### config.mk
export PLATFORM = sky130hd
export DESIGN_NAME = datapath_raiz
export DESIGN_NICKNAME = d
export VERILOG_FILES = /design/src/rtl/datapath_raiz.sv
export SDC_FILE = /design/constraint.sdc
export NUM_CORES = 1
export LEC_CHECK = 0
export CAP_MARGIN = 10
export CORE_ASPECT_RATIO = 0.7
export CORE_MARGIN = 2
export CORE_UTILIZATION = 25
export CTS_BUF_LIST = sky130_fd_sc_hd__clkbuf_8
export DETAILED_ROUTE_END_ITERATION = 10
export MAX_ROUTING_LAYER = met4
export PLACE_DENSITY = 0.51
export SETUP_SLACK_MARGIN = 0.3
export SYNTH_ARGS = -nofsm -noshare
export SYNTH_HDL_FRONTEND = slang
export SYNTH_SLANG_ARGS = --single-unit
### constraint.sdc
create_clock -name clk -period 2.34 [get_ports clk]
set_input_delay 0.585 -clock clk [delete_from_list [all_inputs] [get_ports clk]]
set_output_delay 0.585 -clock clk [all_outputs]
set_load 0.02 [all_outputs]
### src/rtl/datapath_raiz.sv
// ============================================================================
// datapath_raiz : restoring integer square-root datapath (WIDTH-bit radicand)
// Optional RAIZ_REMAINDER_EN adds the latched remainder port out_rem.
// Rev 1.0
// ============================================================================
`default_nettype none

module datapath_raiz #(
  parameter int WIDTH = 16
) (
  input  logic                 clk,
  input  logic                 rst,
  input  logic [WIDTH-1:0]     in_operand,
  input  logic                 in_RST,
  input  logic                 in_SHIFTQ,
  input  logic                 in_ADD,
  input  logic                 in_CONT,
  input  logic                 in_SHIFTR,
  input  logic                 in_DONE,
  output logic [WIDTH-1:0]     out_Q,
  output logic                 out_K,
  output logic [WIDTH/2-1:0]   out_result,
  output logic                 out_valid
`ifdef RAIZ_REMAINDER_EN
  ,
  output logic [WIDTH/2:0]     out_rem
`endif
);

  localparam int CNT_W = (WIDTH > 2) ? $clog2(WIDTH/2) : 1;
  localparam logic [CNT_W-1:0] CNT_INIT = CNT_W'(WIDTH/2 - 1);

  logic [WIDTH-1:0]   x;
  logic [WIDTH-1:0]   a;
  logic [WIDTH/2-1:0] root;
  logic [CNT_W-1:0]   count;
  logic               done_d;
  logic [WIDTH-1:0]   trial_sub;
  logic               done_rise;

  // {root, 1} zero-extended: the root already carries the previous SHIFTR.
  assign trial_sub = {{(WIDTH/2-1){1'b0}}, root, 1'b1};
  assign out_Q     = a - trial_sub;
  assign out_K     = (count == '0);
  assign done_rise = in_DONE & ~done_d;

  always_ff @(posedge clk or negedge rst) begin
    if (!rst) begin
      x    <= '0;
      a    <= '0;
      root <= '0;
    end else if (in_RST) begin
      x    <= in_operand;
      a    <= '0;
      root <= '0;
    end else if (in_SHIFTQ) begin
      a <= {a[WIDTH-3:0], x[WIDTH-1:WIDTH-2]};
      x <= {x[WIDTH-3:0], 2'b00};
    end else if (in_ADD) begin
      a       <= out_Q;
      root[0] <= 1'b1;
    end else if (in_SHIFTR) begin
      root <= {root[WIDTH/2-2:0], 1'b0};
    end
  end

  // Counter saturates at zero so stray CONT strobes keep out_K asserted.
  always_ff @(posedge clk or negedge rst) begin
    if (!rst) begin
      count <= CNT_INIT;
    end else if (in_RST) begin
      count <= CNT_INIT;
    end else if (in_CONT && (count != '0)) begin
      count <= count - CNT_W'(1);
    end
  end

  always_ff @(posedge clk or negedge rst) begin
    if (!rst) begin
      done_d     <= 1'b0;
      out_valid  <= 1'b0;
      out_result <= '0;
    end else begin
      done_d    <= in_DONE;
      out_valid <= done_rise;
      if (done_rise) begin
        out_result <= root;
      end
    end
  end

`ifdef RAIZ_REMAINDER_EN
  always_ff @(posedge clk or negedge rst) begin
    if (!rst) begin
      out_rem <= '0;
    end else if (done_rise) begin
      out_rem <= a[WIDTH/2:0];
    end
  end
`endif

endmodule

`default_nettype wire
## Word level (Yosys, flattened, before mapping)

Index checks and enable logic that the tools add are counted.

| operators by class | value |
|---|---|
| mux-type cells | 12 |
| add/subtract/negate cells | 2 |
| reductions and logical operators | 10 |
| equality and inequality tests | 2 |
| bitwise operators | 2 |

Operator list:

| cell | count |
|---|---|
| 16-bit 2-to-1 mux | 5 |
| 8-bit 2-to-1 mux | 3 |
| 16-bit by 9-bit subtractor with 16-bit output | 1 |
| 3-bit nonzero test | 3 |
| 7-bit 2-to-1 mux | 1 |
| 3-bit 2-to-1 mux | 2 |
| 2-bit nonzero test | 3 |
| 2-bit != test, second input constant | 2 |
| 3-bit zero test | 1 |
| 3-bit AND reduction | 1 |
| 3-bit by 1-bit subtractor with 3-bit output, second input constant | 1 |
| 2-bit AND reduction | 1 |
| 1-bit bitwise AND | 1 |
| 1-bit logical AND | 1 |
| 1-bit 2-to-1 mux | 1 |
| 1-bit NOT | 1 |

| storage, ports and cells | value |
|---|---|
| output and inout bits | 26 |
| logic and storage cells | 36 |
| flip-flop bits (word level) | 53 |

## Depth between registers and ports, before layout

Gate-level depths: netlist of run 1.

| logic depth | value |
|---|---|
| depth in word-level cells | 4 |
| mapped depth | 8 |

## Worst setup path before layout of run 1

Ideal clock, no wire load.

| timing | value |
|---|---|
| kind | register to output |
| start | register a[0] |
| end | output out_Q[12] |
| arrival time | 2.015 ns |
| slack | -0.260 ns |
| cell stages (with the launch flop) | 9 |
| buffers on the path | 1 |
| data required time | 1.755 ns |
| path through | dfrtp_1 inv_1 fa_1 nor2b_4 o2111a_2 o2111ai_2 buf_6 nand3_1 xnor2_1 |

| between the ends | value |
|---|---|
| word-level cells in the longest chain between the ends | 1 |

RTL lines:

| item | RTL line | RTL |
|---|---|---|
| start: declaration | 34 | `logic [WIDTH-1:0] a;` |
| start signal: assignment | 57 | `a <= {a[WIDTH-3:0], x[WIDTH-1:WIDTH-2]};` |
| start signal: assignment | 60 | `a <= out_Q;` |
| 16-bit by 9-bit subtractor with 16-bit output | 43 | `assign out_Q = a - trial_sub;` |
| end: declaration | 20 | `output logic [WIDTH-1:0] out_Q,` |

No other way between the ends.

## Worst setup path after layout of run 1

| timing | value |
|---|---|
| start | register root[1] |
| end | output out_Q[14] |

| between the ends | value |
|---|---|
| word-level cells in the longest chain between the ends | 1 |

RTL lines:

| item | RTL line | RTL |
|---|---|---|
| start: declaration | 35 | `logic [WIDTH/2-1:0] root;` |
| start signal: assignment | 63 | `root <= {root[WIDTH/2-2:0], 1'b0};` |
| 16-bit by 9-bit subtractor with 16-bit output | 43 |  |

No other way between the ends.

==> results by group, run 1 <==
Run status
  • Status: complete, but fails checks
  • Failing checks: negative setup slack

Finish
  • Most frequent cells in the layout: buf_4 (83), dfrtp_1 (50), clkdlybuf4s50_1 (29), nand2_1 (28), o21ai_0 (25)
  • Leading cell type in the layout, fill and taps excluded: buf_4
  • Layout Nets: 476
  • Synth-to-layout area growth: 52.6%
  • Fin cells: 599
  • Diode count: 0
  • Layout cells sized above 1: 38.9%
  • # fillers: 1182

Clock network
  • Clk sinks: 53
  • TritonCTS clock tree: built
  • Hold_buf cts: 0
  • CTS H-tree lvls: 2
  • CTS root buf: clkbuf_8
  • Clock transition at the registers of the reported paths: approximately 0.10 ns
  • Clk_lat worst skew: ~0.32 ns
  • Number of buffers created by CTS: 5
  • Clock Tree Buf Depth: 2

STA
  • RSZ-0062 raised after global routing: true
  • Final WS setup: -0.520 ns
  • Hold Vio Cnt, Final: 0
  • Min Tclk post-route: 2.86 ns
  • F_max: 0.350 GHz
  • Final slew viol count: 0
  • Finish-stage setup viols: 14
  • Post-route clock period utilization: 122%
  • Fin Hold WS: 0.252 ns
  • Slew margin rel.: about 64%
  • Clk_skew: around 0.0080 ns
  • Worst-Margin Slew: roughly 0.54 ns

Worst setup path
  • CP Cell Sequence: inv_2 > ha_4 > nor2b_4 > o2111a_2 > o2111ai_4 > nand3b_1 > xnor2_2 > buf_4
  • Worst path top cell family by delay: compound AO/OA/AOI/OAI gates
  • Slowest cell delay on critical path: 0.40 ns
  • Setup CP Type: flip-flop to primary output
  • Critical Path End Type: primary output
  • CP startpoint kind: flip-flop
  • Worst EP arrival: roughly 2.3 ns
  • Required @ worst endpoint: 1.75 ns
  • R2R setup slack: -0.12 ns
  • Worst-path fanout max: 7
  • Buf/Inv on CP: 2
  • Crit-path slowest cell: dfrtp_1

Global route
  • Tot GR Track Use: 13.5%
  • First-pass GRT wire length: 13700 microns
  • Initial antenna violation count: 0
  • Largest net degree at the start of global routing: 54
  • Grt total ovfl: 0
  • Vias in the first global route: 2765

Pwr
  • Pwr dens: 611 mW/mm^2
  • Max rail drop VDD: 0.000282 V
  • P_leak: 2.14 nW

Yosys
  • Post-Synthesis Cells: 322
  • Distinct cells, synth: between 50 and 60
  • Asr flop ratio synth: 100%
  • Post-Syn Area per Cell: 9.56 sq um
  • EDFF count, synth: 0
  • Most common flop cell mapped by yosys: dfrtp_1
  • Synth warn: 0
  • FF+latch count, synth: 53
  • Post-Syn Area: 0.00308 sq mm
  • Register area share after synthesis: 43.2%
  • Net Count, Synth: 357

Detailed routing
  • Initial DRC count: 140
  • DRT Pass-1 Iters: 4
  • Post-DRT Antenna Nets: 0
  • Wire per inst: 13.8 microns
  • Mean number of vias per cell: 4.51
  • Total number of vias: 2700
  • Residual DRC: 0
  • Overall routed net length: 8290 microns

Die
  • Full die area: between 0.01 and 0.015 sq mm
  • Die Ht: 96.8 microns
  • Rows: 33
  • Core footprint: 0.0119 sq mm
  • Die extent in x: 137 microns
  • Starting Density: 26.0%
  • Io pins: 50

Place
  • Place WS: -0.685 ns
  • Placer Congestion: between 0.8 and 0.9
  • IO Port Bufs: just under 50
  • Post-detail-place hpwl: ~5900 microns
  • Dpl cells: 578

Flow run
  • Number of max-cap violations: 0

Worst hold path
  • Hold Crit Class: primary input to async pin
[cell families after synthesis]
group | count (synthesis) | share of synthesized area [%]
DFF | 53 | 43.2
xor gates and xnor gates | 14 | 3.98
adders and majority gates | 11 | 4.72
and+or+nand+nor | 94 | 15.4
muxes | 21 | 6.83
buffers and inverters | 44 | 6.75
AOI/OAI and AO/OA | 85 | 19.1
[final cells by class]
class                           instances  area, sq um  area share [%]
Clock buffer                            5         68.8            1.47
Clock inverter                          3         17.5           0.373
Inverter                               26         97.6            2.08
Multi-Input combinational cell        225         1880            40.0
Sequential cell                        53         1330            28.3
Tap cell                              157          196            4.18
Timing Repair Buffer                  130         1110            23.6
[worst paths after layout]
kind                               start             to  cells past startpoint
min in group clk           out_result[6]  out_result[6]                      2
max in group asynchronous            rst       count[0]                      2
max reg2reg                      root[1]          a[10]                     10
max                              root[1]      out_Q[14]                      8
min                                  rst          a[15]                      2
min reg2reg                out_result[6]  out_result[6]                      2
[sequential cells by signal (all words and copies together), names as in the netlist]
| name | cells |
|---|---|
| out_result | 8 |
| x | 16 |
| out_valid | 1 |
| root | 8 |
| done_d | 1 |
| count | 3 |
| a | 16 |
[per-layer routing]
layer  part of all wire [%]  vias up  global-route usage (%)
met3                    3.3        8                    2.57
met2                     44       36                    20.0
met4                   0.89        0                    2.88
met1                     52     1287                    19.2
li1                       -     1369                       -
met5                      0        -                       -
[cell usage after synthesis (all sizes together), types with 7 or more instances]
cell type | n | area share, %
dfrtp | 50 | 41
nand2 | 30 | 3.7
inv | 26 | 3.2
o21ai | 26 | 4.2
nor2 | 23 | 2.9
mux2i | 21 | 6.8
a21oi | 20 | 3.3
clkbuf | 15 | 2.5
xnor2 | 13 | 3.7
ha | 10 | 4.1
nand3 | 8 | 1.3
a211oi | 7 | 1.7
[power by group]
part | total (W) | internal [W] | switching (W) | leakage [nW]
clock network | 0.000540 | 0.000208 | 0.000332 | 0.0439
logic | 0.00131 | 0.000677 | 0.000629 | 1.41
registers | 0.00102 | 0.000980 | 0.0000424 | 0.686
[what timing repair did]
action | CTS | global route
buffers inserted | 7 | 6
resized for setup | 120 | 19
endpoints found under the setup margin | 27 | 27
pin swaps | 16 | 17
[metrics by stage]
stage	total power, W	utilization (%)	TNS [ns]	instance area (sq um)
CTS	0.00283	38.7	-5.37	4590
finish	0.00287	39.6	-5.37	4700
floorplan	0.00167	-	-0.131	3190
detailed placement	0.00217	36.2	-7.31	4290
global route	0.00305	39.6	-6.83	4700
global placement	0.00216	36.2	-6.97	4290
Note: power is estimated with default switching activity, not from simulation.
==> run 2: changes to the inputs <==
--- a/config.mk
+++ b/config.mk
@@ -6,11 +6,11 @@
 export NUM_CORES = 1
 export LEC_CHECK = 0
 export CAP_MARGIN = 10
-export CORE_ASPECT_RATIO = 0.7
 export CORE_MARGIN = 2
 export CORE_UTILIZATION = 25
 export CTS_BUF_LIST = sky130_fd_sc_hd__clkbuf_8
 export DETAILED_ROUTE_END_ITERATION = 10
+export GPL_ROUTABILITY_DRIVEN = 0
 export MAX_ROUTING_LAYER = met4
 export PLACE_DENSITY = 0.51
 export SETUP_SLACK_MARGIN = 0.3
==> run 2 against run 1 <==
Against the previous run:
- the flow still finishes with violations (negative setup slack)
- wire length is 1.4% lower
- cell count is 2.3% lower
- maximum frequency is 2.9% higher
- setup slack better by 0.081 ns
- utilization is 0.095 points lower
- via count is 0.56% lower
- clock power is 20% higher
- design area is 1.1% higher
- first-iteration DRC count is 13% lower
- die area is 0.10% lower
- critical path type unchanged
- largest cell class unchanged
==> results by group, run 2 (synthesis results as in run 1) <==
Finish
  • Layout cells sized above 1: 39.0% (+0.13 points)
  • Design Area, Final: 0.00475 sq mm (+1.1%)
  • Biggest regs: a: 16 flops, x: 16 flops
  • Layout Nets: 472 (-0.84%)
  • Most frequent cells in the layout: buf_4 (73), dfrtp_1 (49), nand2_1 (29), clkdlybuf4s50_1 (29), o21ai_0 (23)
  • Final Util: 39.5% (-0.095 points)
  • Fin cells: 585 (-2.3%)
  • Diode count: 0 (unchanged)
  • Synth-to-layout area growth: 54.3%
  • Leading cell type in the layout, fill and taps excluded: buf_4

Worst setup path
  • Critical Path End Type: primary output
  • CP startpoint kind: flip-flop
  • Worst-path fanout max: 4 (-3)
  • Setup CP Type: flip-flop to primary output
  • Worst EP arrival: 2.19 ns (-0.09 ns)
  • Required @ worst endpoint: 1.75 ns (about the same)

Run status
  • Status: complete, but fails checks
  • Failing checks: negative setup slack

Global route
  • Initial antenna violation count: 0 (unchanged)
  • Met3 Track Usage GR: 2.95% (+0.38 points)
  • Met1 usage: 17.0% (-2.2 points)
  • GR peak layer: met2
  • Vias in the first global route: 2680 (-3.1%)
  • Grt met2 use: 20.5% (+0.51 points)
  • Tot GR Track Use: 13.1% (-0.46 points)
  • First-pass GRT wire length: 13300 microns (-3.3%)
  • Largest net degree at the start of global routing: 54 (unchanged)
  • Grt total ovfl: 0 (unchanged)

STA
  • Finish-stage setup viols: 13 (-1)
  • Post-route clock period utilization: 119% (-3.5 points)
  • Slew margin rel.: 61.0% (-2.8 points)
  • Hold Vio Cnt, Final: 0 (unchanged)
  • Final WS setup: -0.439 ns (+0.0815 ns)
  • Clk_skew: 0.00943 ns (+0.00144 ns)
  • Worst-Margin Slew: 0.586 ns (+0.0424 ns)
  • F_max: 0.360 GHz (+2.9%)
  • Final slew viol count: 0 (unchanged)
  • Min Tclk post-route: 2.78 ns (-0.0815 ns)
  • RSZ-0062 raised after global routing: true

Place
  • Placed cell area: 0.00424 sq mm (-0.99%)
  • Dpl cells: 564 (-2.4%)
  • Post-detail-place hpwl: 5610 microns (-4.7%)
  • Place WS: -0.619 ns (+0.0656 ns)
  • IO Port Bufs: 49 (unchanged)

Die
  • Die extent in x: 115 microns (-16%)
  • Die Ht: 115 microns (+19%)
  • Core footprint: 0.0120 sq mm (+1.4%)
  • Io pins: 50 (unchanged)
  • Rows: 40 (+21%)
  • Starting Density: 25.6% (-0.35 points)
  • Full die area: 0.0132 sq mm (-0.10%)

Clock network
  • CTS root buf: clkbuf_8
  • Clock Tree Buf Depth: 2 (unchanged)
  • Clk_lat worst skew: 0.32 ns (about the same)
  • CTS H-tree lvls: 2 (unchanged)
  • Clk sinks: 53 (unchanged)
  • TritonCTS clock tree: built
  • Clock transition at the registers of the reported paths: 0.11 ns (about the same)
  • Hold_buf cts: 0 (unchanged)
  • Number of buffers created by CTS: 5 (unchanged)

Detailed routing
  • Wire per inst: 14.0 microns (+0.92%)
  • Overall routed net length: 8170 microns (-1.4%)
  • Mean number of vias per cell: 4.59 (+1.8%)
  • Total number of vias: 2685 (-0.56%)
  • Initial DRC count: 122 (-13%)
  • Post-DRT Antenna Nets: 0 (unchanged)
  • DRT Pass-1 Iters: 4 (unchanged)
  • Residual DRC: 0 (unchanged)

Pwr
  • Pwr Total: 0.00300 W (+4.5%)
  • Max rail drop VDD: 0.000242 V (-14%)
  • Clock network power share: 21.6% (+2.8 points)
  • Logic pwr share: 44.2% (-1.3 points)
  • Sw Pwr: 0.00101 W (+0.40%)
  • P_leak: 2.13 nW (-0.33%)
  • Int Pwr: 0.00199 W (+6.7%)
  • Pwr dens: 631 mW/mm^2 (+3.3%)
  • Net Sw Frac: 33.6% (-1.4 points)
  • Flop pwr share: 34.3% (-1.4 points)

Flow run
  • Number of max-cap violations: 0 (unchanged)

Worst hold path
  • Hold Crit Class: primary input to async pin
run 2: cell count changes in the layout (fill, tap and decap cells not counted), sizes merged:
cell         previous run  this run
buf                   100        96
bufinv                  0         1
clkbuf                  6         5
clkinv                  2         1
clkinvlp                1         0
dlygate4sd2             0         1
inv                    26        27
run 2: path summary, 6_finish.rpt:
kind	start	to	slack [ns]	cells past startpoint
hold reg to reg	out_result[3]	out_result[3]	0.49	2
min in group clk	out_result[3]	out_result[3]	0.49	2
setup / recovery	a[2]	out_Q[13]	-0.44	8
setup reg to reg	a[1]	a[10]	0.07	9
hold / removal	rst	a[12]	0.23	2
max in group asynchronous	rst	count[1]	1.77	2
run 2: power groups by stage:
stage / Clock (W) / Sequential, W / Combinational [W]
after floorplan: 0 / 0.00104 / 0.000636
after global placement: 0 / 0.00104 / 0.00110
after detailed placement: 0 / 0.00104 / 0.00111
after CTS: 0.000675 / 0.00102 / 0.00124
after global routing: 0.000710 / 0.00104 / 0.00143
final: 0.000646 / 0.00103 / 0.00132
run 2: layer usage:
metal  wire length (microns)  vias to the layer above
li1                        -                     1356
met1                    3840                     1275
met2                    3910                       46
met3                     334                        8
met4                      95                        0
met5                       0                        -
run 2: critical path, cell delays in order (launching register included):
cell and delay [ns]:
dfrtp_1 0.42, ha_4 0.26, buf_6 0.11, o211ai_1 0.19, o211ai_1 0.24, buf_4 0.21, a21oi_4 0.17, xnor2_2 0.12
buf_4 0.15
run 2: what timing repair did:
action / CTS / global route
gates resized for setup: 116 / 32
setup buffers: 9 / 4
setup endpoints to repair: 26 / 27
pin swaps: 19 / 25
cloned: 0 / 0
run 2: per-stage QoR:
stage          TNS, ns  hold slack [ns]
6_report         -4.41            0.230
5_1_grt          -6.23            0.245
4_1_cts          -4.95            0.258
2_1_floorplan   -0.131            0.289
3_5_place_dp     -6.70            0.478
3_3_place_gp     -6.45            0.468
run 2: layout make-up:
class / count / area [sq um]
Clock inverter: 3 / 42.5
Inverter: 26 / 97.6
Multi-Input combinational cell: 225 / 1920
Sequential cell: 53 / 1330
Clock buffer: 5 / 68.8
Fill cell: 1225 / 7260
Timing Repair Buffer: 126 / 1100
Tap cell: 147 / 184
==> run 3: changes to the inputs <==
--- a/config.mk
+++ b/config.mk
@@ -5,15 +5,16 @@
 export SDC_FILE = /design/constraint.sdc
 export NUM_CORES = 1
 export LEC_CHECK = 0
-export CAP_MARGIN = 10
 export CORE_MARGIN = 2
 export CORE_UTILIZATION = 25
 export CTS_BUF_LIST = sky130_fd_sc_hd__clkbuf_8
 export DETAILED_ROUTE_END_ITERATION = 10
 export GPL_ROUTABILITY_DRIVEN = 0
+export HOLD_SLACK_MARGIN = 0.02
 export MAX_ROUTING_LAYER = met4
 export PLACE_DENSITY = 0.51
 export SETUP_SLACK_MARGIN = 0.3
+export SLEW_MARGIN = 10
 export SYNTH_ARGS = -nofsm -noshare
 export SYNTH_HDL_FRONTEND = slang
 export SYNTH_SLANG_ARGS = --single-unit
==> results of run 3 <==
No change in the layout: final DEF, timing and power equal those of run 2.
